`src/rtl/display_scan_ctrl.sv`:
```
// display_scan_ctrl: time-multiplexed seven-segment scanner with
// frame-boundary commits, zero blanking, floating sign and blink.
module display_scan_ctrl #(
  parameter int DIGITS     = 6,
  parameter int SCAN_DIV   = 50000,
  parameter int BLINK_DIV  = 64,
  parameter int ACTIVE_LOW = 1
) (
  input  logic                      clk,
  input  logic                      reset_n,
  input  logic [4*DIGITS-1:0]       value_i,
  input  logic                      sign_i,
  input  logic [DIGITS-1:0]         blink_i,
  input  logic [$clog2(DIGITS)-1:0] dp_pos_i,
  input  logic                      lzb_i,
  input  logic                      load_i,
  output logic                      ready_o,
  output logic [7:0]                seg_o,
  output logic [DIGITS-1:0]         an_o,
  output logic                      ovf_o
);

  localparam int IW = $clog2(DIGITS);
  localparam int PW = (SCAN_DIV > 1) ? $clog2(SCAN_DIV) : 1;
  localparam int FW = (BLINK_DIV > 1) ? $clog2(BLINK_DIV) : 1;

  localparam logic [IW-1:0] LAST_IDX = IW'(DIGITS - 1);
  localparam logic [PW-1:0] LAST_PS  = PW'(SCAN_DIV - 1);
  localparam logic [FW-1:0] LAST_FR  = FW'(BLINK_DIV - 1);
  localparam logic          LVL_OFF  = (ACTIVE_LOW != 0);

  logic [PW-1:0]       presc_q, presc_d;
  logic [IW-1:0]       idx_q, idx_d;
  logic [FW-1:0]       frm_q, frm_d;
  logic                phase_q, phase_d;
  logic                ready_q, ready_d;
  logic                ovf_q, ovf_d;
  logic [7:0]          seg_q, seg_d;
  logic [DIGITS-1:0]   an_q, an_d;

  logic [4*DIGITS-1:0] dval_q, sval_q;
  logic                dsign_q, ssign_q;
  logic [DIGITS-1:0]   dblink_q, sblink_q;
  logic [IW-1:0]       ddp_q, sdp_q;
  logic                dlzb_q, slzb_q;

  logic                tc;
  logic                wrap;
  logic                accept;
  logic [3:0]          nib;
  logic                blk;
  logic [DIGITS-1:0]   hot;
  logic [7:0]          lit;
  int                  hv;
  int                  hv_sh;
  int                  pos;

  function automatic logic [6:0] hex7(input logic [3:0] n);
    logic [6:0] s;
    unique case (n)
      4'h0: s = 7'h3F;
      4'h1: s = 7'h06;
      4'h2: s = 7'h5B;
      4'h3: s = 7'h4F;
      4'h4: s = 7'h66;
      4'h5: s = 7'h6D;
      4'h6: s = 7'h7D;
      4'h7: s = 7'h07;
      4'h8: s = 7'h7F;
      4'h9: s = 7'h6F;
      4'hA: s = 7'h77;
      4'hB: s = 7'h7C;
      4'hC: s = 7'h39;
      4'hD: s = 7'h5E;
      4'hE: s = 7'h79;
      4'hF: s = 7'h71;
    endcase
    return s;
  endfunction

  // Index of the highest digit that survives leading-zero blanking.
  function automatic int top_vis(
    input logic [4*DIGITS-1:0] v,
    input logic [IW-1:0]       dp,
    input logic                lz
  );
    int h;
    h = 0;
    for (int i = 0; i < DIGITS; i++) begin
      if (!lz || i <= int'(dp) || v[i*4 +: 4] != 4'h0) h = i;
    end
    return h;
  endfunction

  always_comb begin
    tc      = (presc_q == LAST_PS);
    wrap    = tc && (idx_q == LAST_IDX);
    accept  = load_i && ready_q;

    presc_d = tc ? '0 : presc_q + 1'b1;
    idx_d   = idx_q;
    if (tc) idx_d = wrap ? '0 : idx_q + 1'b1;

    frm_d   = frm_q;
    phase_d = phase_q;
    if (wrap) begin
      if (frm_q == LAST_FR) begin
        frm_d   = '0;
        phase_d = ~phase_q;
      end else begin
        frm_d = frm_q + 1'b1;
      end
    end

    // A load landing on the wrap cycle waits for the next wrap.
    ready_d = ready_q;
    if (accept) ready_d = 1'b0;
    else if (wrap) ready_d = 1'b1;

    hv_sh = top_vis(sval_q, sdp_q, slzb_q);
    ovf_d = ovf_q;
    if (wrap) ovf_d = ssign_q && !(slzb_q && hv_sh < DIGITS - 1);
  end

  always_comb begin
    nib = '0;
    blk = 1'b0;
    hot = '0;
    for (int i = 0; i < DIGITS; i++) begin
      if (idx_q == IW'(i)) begin
        nib    = dval_q[i*4 +: 4];
        blk    = dblink_q[i];
        hot[i] = 1'b1;
      end
    end

    hv  = top_vis(dval_q, ddp_q, dlzb_q);
    pos = int'(idx_q);
    lit = 8'h00;
    if (phase_q || !blk) begin
      if (pos <= hv) lit = {idx_q == ddp_q, hex7(nib)};
      else if (dsign_q && dlzb_q && pos == hv + 1) lit = 8'h40;
    end

    seg_d = lit ^ {8{LVL_OFF}};
    an_d  = hot ^ {DIGITS{LVL_OFF}};
  end

  always_ff @(posedge clk or negedge reset_n) begin
    if (!reset_n) begin
      presc_q <= '0;
      idx_q   <= '0;
      frm_q   <= '0;
      phase_q <= 1'b1;
      ready_q <= 1'b1;
      ovf_q   <= 1'b0;
      seg_q   <= {8{LVL_OFF}};
      an_q    <= {DIGITS{LVL_OFF}};
    end else begin
      presc_q <= presc_d;
      idx_q   <= idx_d;
      frm_q   <= frm_d;
      phase_q <= phase_d;
      ready_q <= ready_d;
      ovf_q   <= ovf_d;
      seg_q   <= seg_d;
      an_q    <= an_d;
    end
  end

  always_ff @(posedge clk or negedge reset_n) begin
    if (!reset_n) begin
      sval_q   <= '0;
      ssign_q  <= 1'b0;
      sblink_q <= '0;
      sdp_q    <= '0;
      slzb_q   <= 1'b0;
    end else if (accept) begin
      sval_q   <= value_i;
      ssign_q  <= sign_i;
      sblink_q <= blink_i;
      sdp_q    <= dp_pos_i;
      slzb_q   <= lzb_i;
    end
  end

  always_ff @(posedge clk or negedge reset_n) begin
    if (!reset_n) begin
      dval_q   <= '0;
      dsign_q  <= 1'b0;
      dblink_q <= '0;
      ddp_q    <= '0;
      dlzb_q   <= 1'b0;
    end else if (wrap) begin
      dval_q   <= sval_q;
      dsign_q  <= ssign_q;
      dblink_q <= sblink_q;
      ddp_q    <= sdp_q;
      dlzb_q   <= slzb_q;
    end
  end

  assign ready_o = ready_q;
  assign ovf_o   = ovf_q;
  assign seg_o   = seg_q;
  assign an_o    = an_q;

endmodule

```
`config.mk`:
```
export PLATFORM = sky130hd
export DESIGN_NAME = display_scan_ctrl
export DESIGN_NICKNAME = d
export VERILOG_FILES = /design/src/rtl/display_scan_ctrl.sv
export SDC_FILE = /design/constraint.sdc
export NUM_CORES = 1
export LEC_CHECK = 0
export CAP_MARGIN = 20
export CORE_UTILIZATION = 39
export DETAILED_ROUTE_END_ITERATION = 12
export GPL_TIMING_DRIVEN = 0
export SYNTH_ARGS = -nofsm -noshare
export SYNTH_HDL_FRONTEND = slang
export SYNTH_SLANG_ARGS = --single-unit
```
`constraint.sdc`:
```
create_clock -name clk -period 2.7 [get_ports clk]
set_clock_uncertainty 0.05 [all_clocks]
set_input_delay 0.54 -clock clk [delete_from_list [all_inputs] [get_ports clk]]
set_output_delay 0.54 -clock clk [all_outputs]
set_load 0.005 [all_outputs]
```
==> results.py <==
metrics = {
    "run_status": {
        "run_status": "completed",
    },
    "sta": {
        "timing_hold_violations_final": 0,
        "fin_ws_ns": 0.167,
        "achievable-frequency_mhz": 395,
        "finalSetupViolations": 0,
        "final_period_minus_worst_setup_slack_ns": 2.53,
        "timing.final.max_slew_violations": 0,
        "final.period_utilization_pct": 93.8,
        "worstMarginPinSlew_ns": 0.588,
        "setup-tns-final_ns": 0,
        "slew_headroom_pct": 60.7,
    },
    "clock_tree": {
        "hold_buffers": 0,
        "h-tree-depth": 3,
        "clock_insertion_delay_worst_skew_ns": 0.36,
        "numClockSinks": 112,
        "tritoncts": "yes",
        "clk_transition_reported_paths_ns": 0.07,
        "inserted_clock_buffers": 9,
        "ctsLongestPathBuffers": 2,
        "root_buffer": "clkbuf_16",
    },
    "routing": {
        "avgRoutedWirePerCell_um": 14.9,
        "antenna_violating_nets_post_route": 0,
        "drt_pre_antenna_iters": 5,
        "drt_iter0_drc": 171,
        "postRouteWirelength_um": 11200,
        "dr_drc_count": 0,
        "viasPerCell": 5.07,
        "via_count": 3809,
    },
    "synth": {
        "ys_seq_elements": 112,
        "post_synth_instance_area_mm2": 0.00521,
        "synth_cells": 502,
        "synth.top_cell.area_share_pct": 46.1,
        "synth-warning-count": 0,
        "postSynthNetCount": 556,
        "synth_top_area_cell": "dfrtp_1",
        "avgSynthCellArea_um2": 10.4,
        "post_synth_num_cell_types": 56,
        "synthArstFlopShare_pct": 100,
        "synth-main-ff-cell": "dfrtp_1",
        "synthTopCellsByArea": "dfrtp_1 (46%), nand2_1 (9.6%), dfstp_2 (8.1%)",
        "synth_enable_flop_cells": 0,
        "synth-seq-area-share_pct": 54.2,
    },
    "grt": {
        "first_global_vias": 3716,
        "grt_antenna_before_repair": 0,
        "grt-ovfl-total": 0,
        "grt_start_max_net_pins": 74,
        "grtUsageTotal_pct": 17.1,
        "grt_first_pass_wirelength_um": 18700,
    },
    "die": {
        "fp.coreArea_mm2": 0.0128,
        "die_area_mm2": 0.0138,
        "die_width_um": 118,
        "initial_cell_density_of_the_core_pct": 40.6,
        "num_rows": 41,
        "die-height_um": 118,
        "floorplan.io_pins": 54,
    },
    "critical_path": {
        "peak_per_stage_delay_on_the_critical_path_ns": 0.39,
        "startpoint": "idx_q[2]$_DFFE_PN0N_",
        "endpoint": "seg_o[6]$_DFF_PN1_",
        "critPathTopFamily": "buffers and inverters",
        "critical_path_class": "flip-flop to flip-flop",
        "timing.critical_path.to_type": "flip-flop",
        "ff2ff_setup_slack_ns": 0.17,
        "cp_data_arrival_time_ns": 2.75,
        "timing.rr.start": "idx_q[2]$_DFFE_PN0N_",
        "startpoint_type": "flip-flop",
        "reg2reg_depth": 13,
        "crit_fanout": 10,
        "timing.critical_path.buf_inv": 5,
        "worst-endpoint-required_ns": 2.92,
        "timing.critical_path.depth": 13,
        "slowest_stage": "dfrtp_2",
        "crit_path_cell_trace": "buf_6 > clkinvlp_4 > ha_1 > buf_2 > nor2_2 > nand3_1 > a31oi_4 > inv_1 > ha_1 > inv_1 > mux2i_1 > a2bb2oi_1 > a32oi_1",
        "rr_endpoint": "seg_o[6]$_DFF_PN1_",
    },
    "finish": {
        "footprint_of_the_multi_input_gates_mm2": 0.00229,
        "area.sequential_mm2": 0.00283,
        "antenna_cells_inserted": 0,
        "fillCellCount": 1209,
        "final_layout_size_suffix_gt1_share_pct": 20.0,
        "final_cells": 752,
        "layout.nets": 629,
        "flow.area_growth_from_synthesis_pct": 24.3,
        "util_after_layout_pct": 50.5,
    },
    "placement": {
        "buffer_ports.inserted": 53,
        "placed_cells": 728,
        "place_ws_ns": -0.300,
        "hpwl_um": 8110,
        "gpl.final_weighted_congestion": 0.851,
    },
    "hold_path": {
        "hold_path_class": "input port to async pin",
    },
    "power_and_ir_drop": {
        "total_leakage_power_nw": 2.95,
        "vdd_ir_drop_max_mv": 0.409,
        "power-per-cell-area_mw_per_mm2": 507,
    },
    "run": {
        "cap_violations": 0,
    },
}
## where the power goes
| group | switching [mW] | internal, mW |
|---|---|---|
| combinational | 0.0541 | 0.0952 |
| sequential | 0.0362 | 1.74 |
| clock | 0.624 | 0.736 |
| total | 0.715 | 2.57 |
## cells by family after synthesis
| family | after synthesis | synth area share (%) |
|---|---|---|
| xor gates and xnor gates | 21 | 3.53 |
| and+or+nand+nor | 217 | 19.1 |
| muxes | 40 | 8.63 |
| AOI/OAI and AO/OA | 58 | 7.28 |
| buffers and inverters | 38 | 3.41 |
| DFF | 112 | 54.2 |
| adders and majority gates | 16 | 3.85 |
## metrics by stage
step	power (mW)	area (µm²)	hold WS, ns
4_1_cts	3.33	6360	0.114
5_1_grt	3.42	6470	0.136
2_1_floorplan	1.85	5210	0.194
3_5_place_dp	1.96	5980	0.406
3_3_place_gp	1.95	5950	0.403
6_report	3.28	6470	0.105
## registers in the layout, indices dropped and copies added, names as in the netlist
register / cells
presc_q: 16
sdp_q: 3
seg_o: 8
dsign_q: 1
sblink_q: 6
dlzb_q: 1
dblink_q: 6
sval_q: 24
dval_q: 24
frm_q: 6
phase_q: 1
an_o: 6
ssign_q: 1
idx_q: 3
ready_o: 1
ovf_o: 1
slzb_q: 1
ddp_q: 3
## worst reg2reg max path, stage by stage, from the launching register on
cell and delay (ns):
dfrtp_2 0.39, buf_6 0.17, clkinvlp_4 0.13, ha_1 0.21, buf_2 0.19, nor2_2 0.14
nand3_1 0.17, a31oi_4 0.23, inv_1 0.11, ha_1 0.21, inv_1 0.11, mux2i_1 0.08
a2bb2oi_1 0.18, a32oi_1 0.08
## cell usage after synthesis, drive strengths merged, types with 2 or more instances
cell      n
ha       16
o211ai    3
dfstp    16
nand3    16
nand3b    2
a31oi     2
and3      7
mux2i     4
xnor2    14
nor2     17
a21oi    11
xor2      7
nor3b     3
and2      4
nor4bb    2
nand4     9
dfrtp    96
nand2   133
nand2b    4
a21o      2
o31ai     2
nor3      6
o21ai    23
buf      13
nor2b     3
clkbuf    8
inv      17
mux2     36
nor4      7
## cell usage in the layout (no fill, tap or decap), drive strengths merged, types with 17 or more instances in the layout
cell / instances
inv: 17
mux2: 36
nand2: 133
dfrtp: 96
clkdlybuf4s50: 52
o21ai: 23
buf: 24
clkbuf: 17
nor2: 17
## area by class of cell
| cell class | instances | area share [%] |
|---|---|---|
| plain buffers | 20 | 1.88 |
| clock buffers | 10 | 3.54 |
| clock inverters | 6 | 1.26 |
| inverters | 17 | 1.08 |
| multi-input cells | 352 | 35.4 |
| flip-flops and latches | 112 | 43.7 |
| well taps | 172 | 3.33 |
| repair buffers | 63 | 9.82 |
## layer usage
layer / GRT usage, % / share of wire (%) / wire [µm] / vias to the layer above
li1: - / - / - / 1854
met5: 0 / 0 / 0 / -
met2: 27.1 / 48 / 5420 / 107
met3: 5.09 / 5.4 / 600 / 8
met1: 22.7 / 45 / 5050 / 1840
met4: 4.89 / 1.1 / 126 / 0
## repair_timing
| item | CTS | global route |
|---|---|---|
| pin swaps | 1 | 5 |
| endpoints found under the setup margin | 8 | 8 |
| buffers inserted | 2 | 7 |
| gates resized for setup | 14 | 16 |
## how the worst min path moves through the flow
stage	startpoint	cells after the start	endpoint
after detailed placement	frm_q[5]$_DFFE_PN0P_	1	frm_q[5]$_DFFE_PN0P_
after CTS	reset_n	1	presc_q[7]$_DFF_PN0_
after global placement	frm_q[5]$_DFFE_PN0P_	1	frm_q[5]$_DFFE_PN0P_
final	reset_n	1	presc_q[7]$_DFF_PN0_
after floorplan	reset_n	0	dblink_q[0]$_DFFE_PN0P_
after global routing	reset_n	1	presc_q[7]$_DFF_PN0_
(Power assumes the default switching activity.)
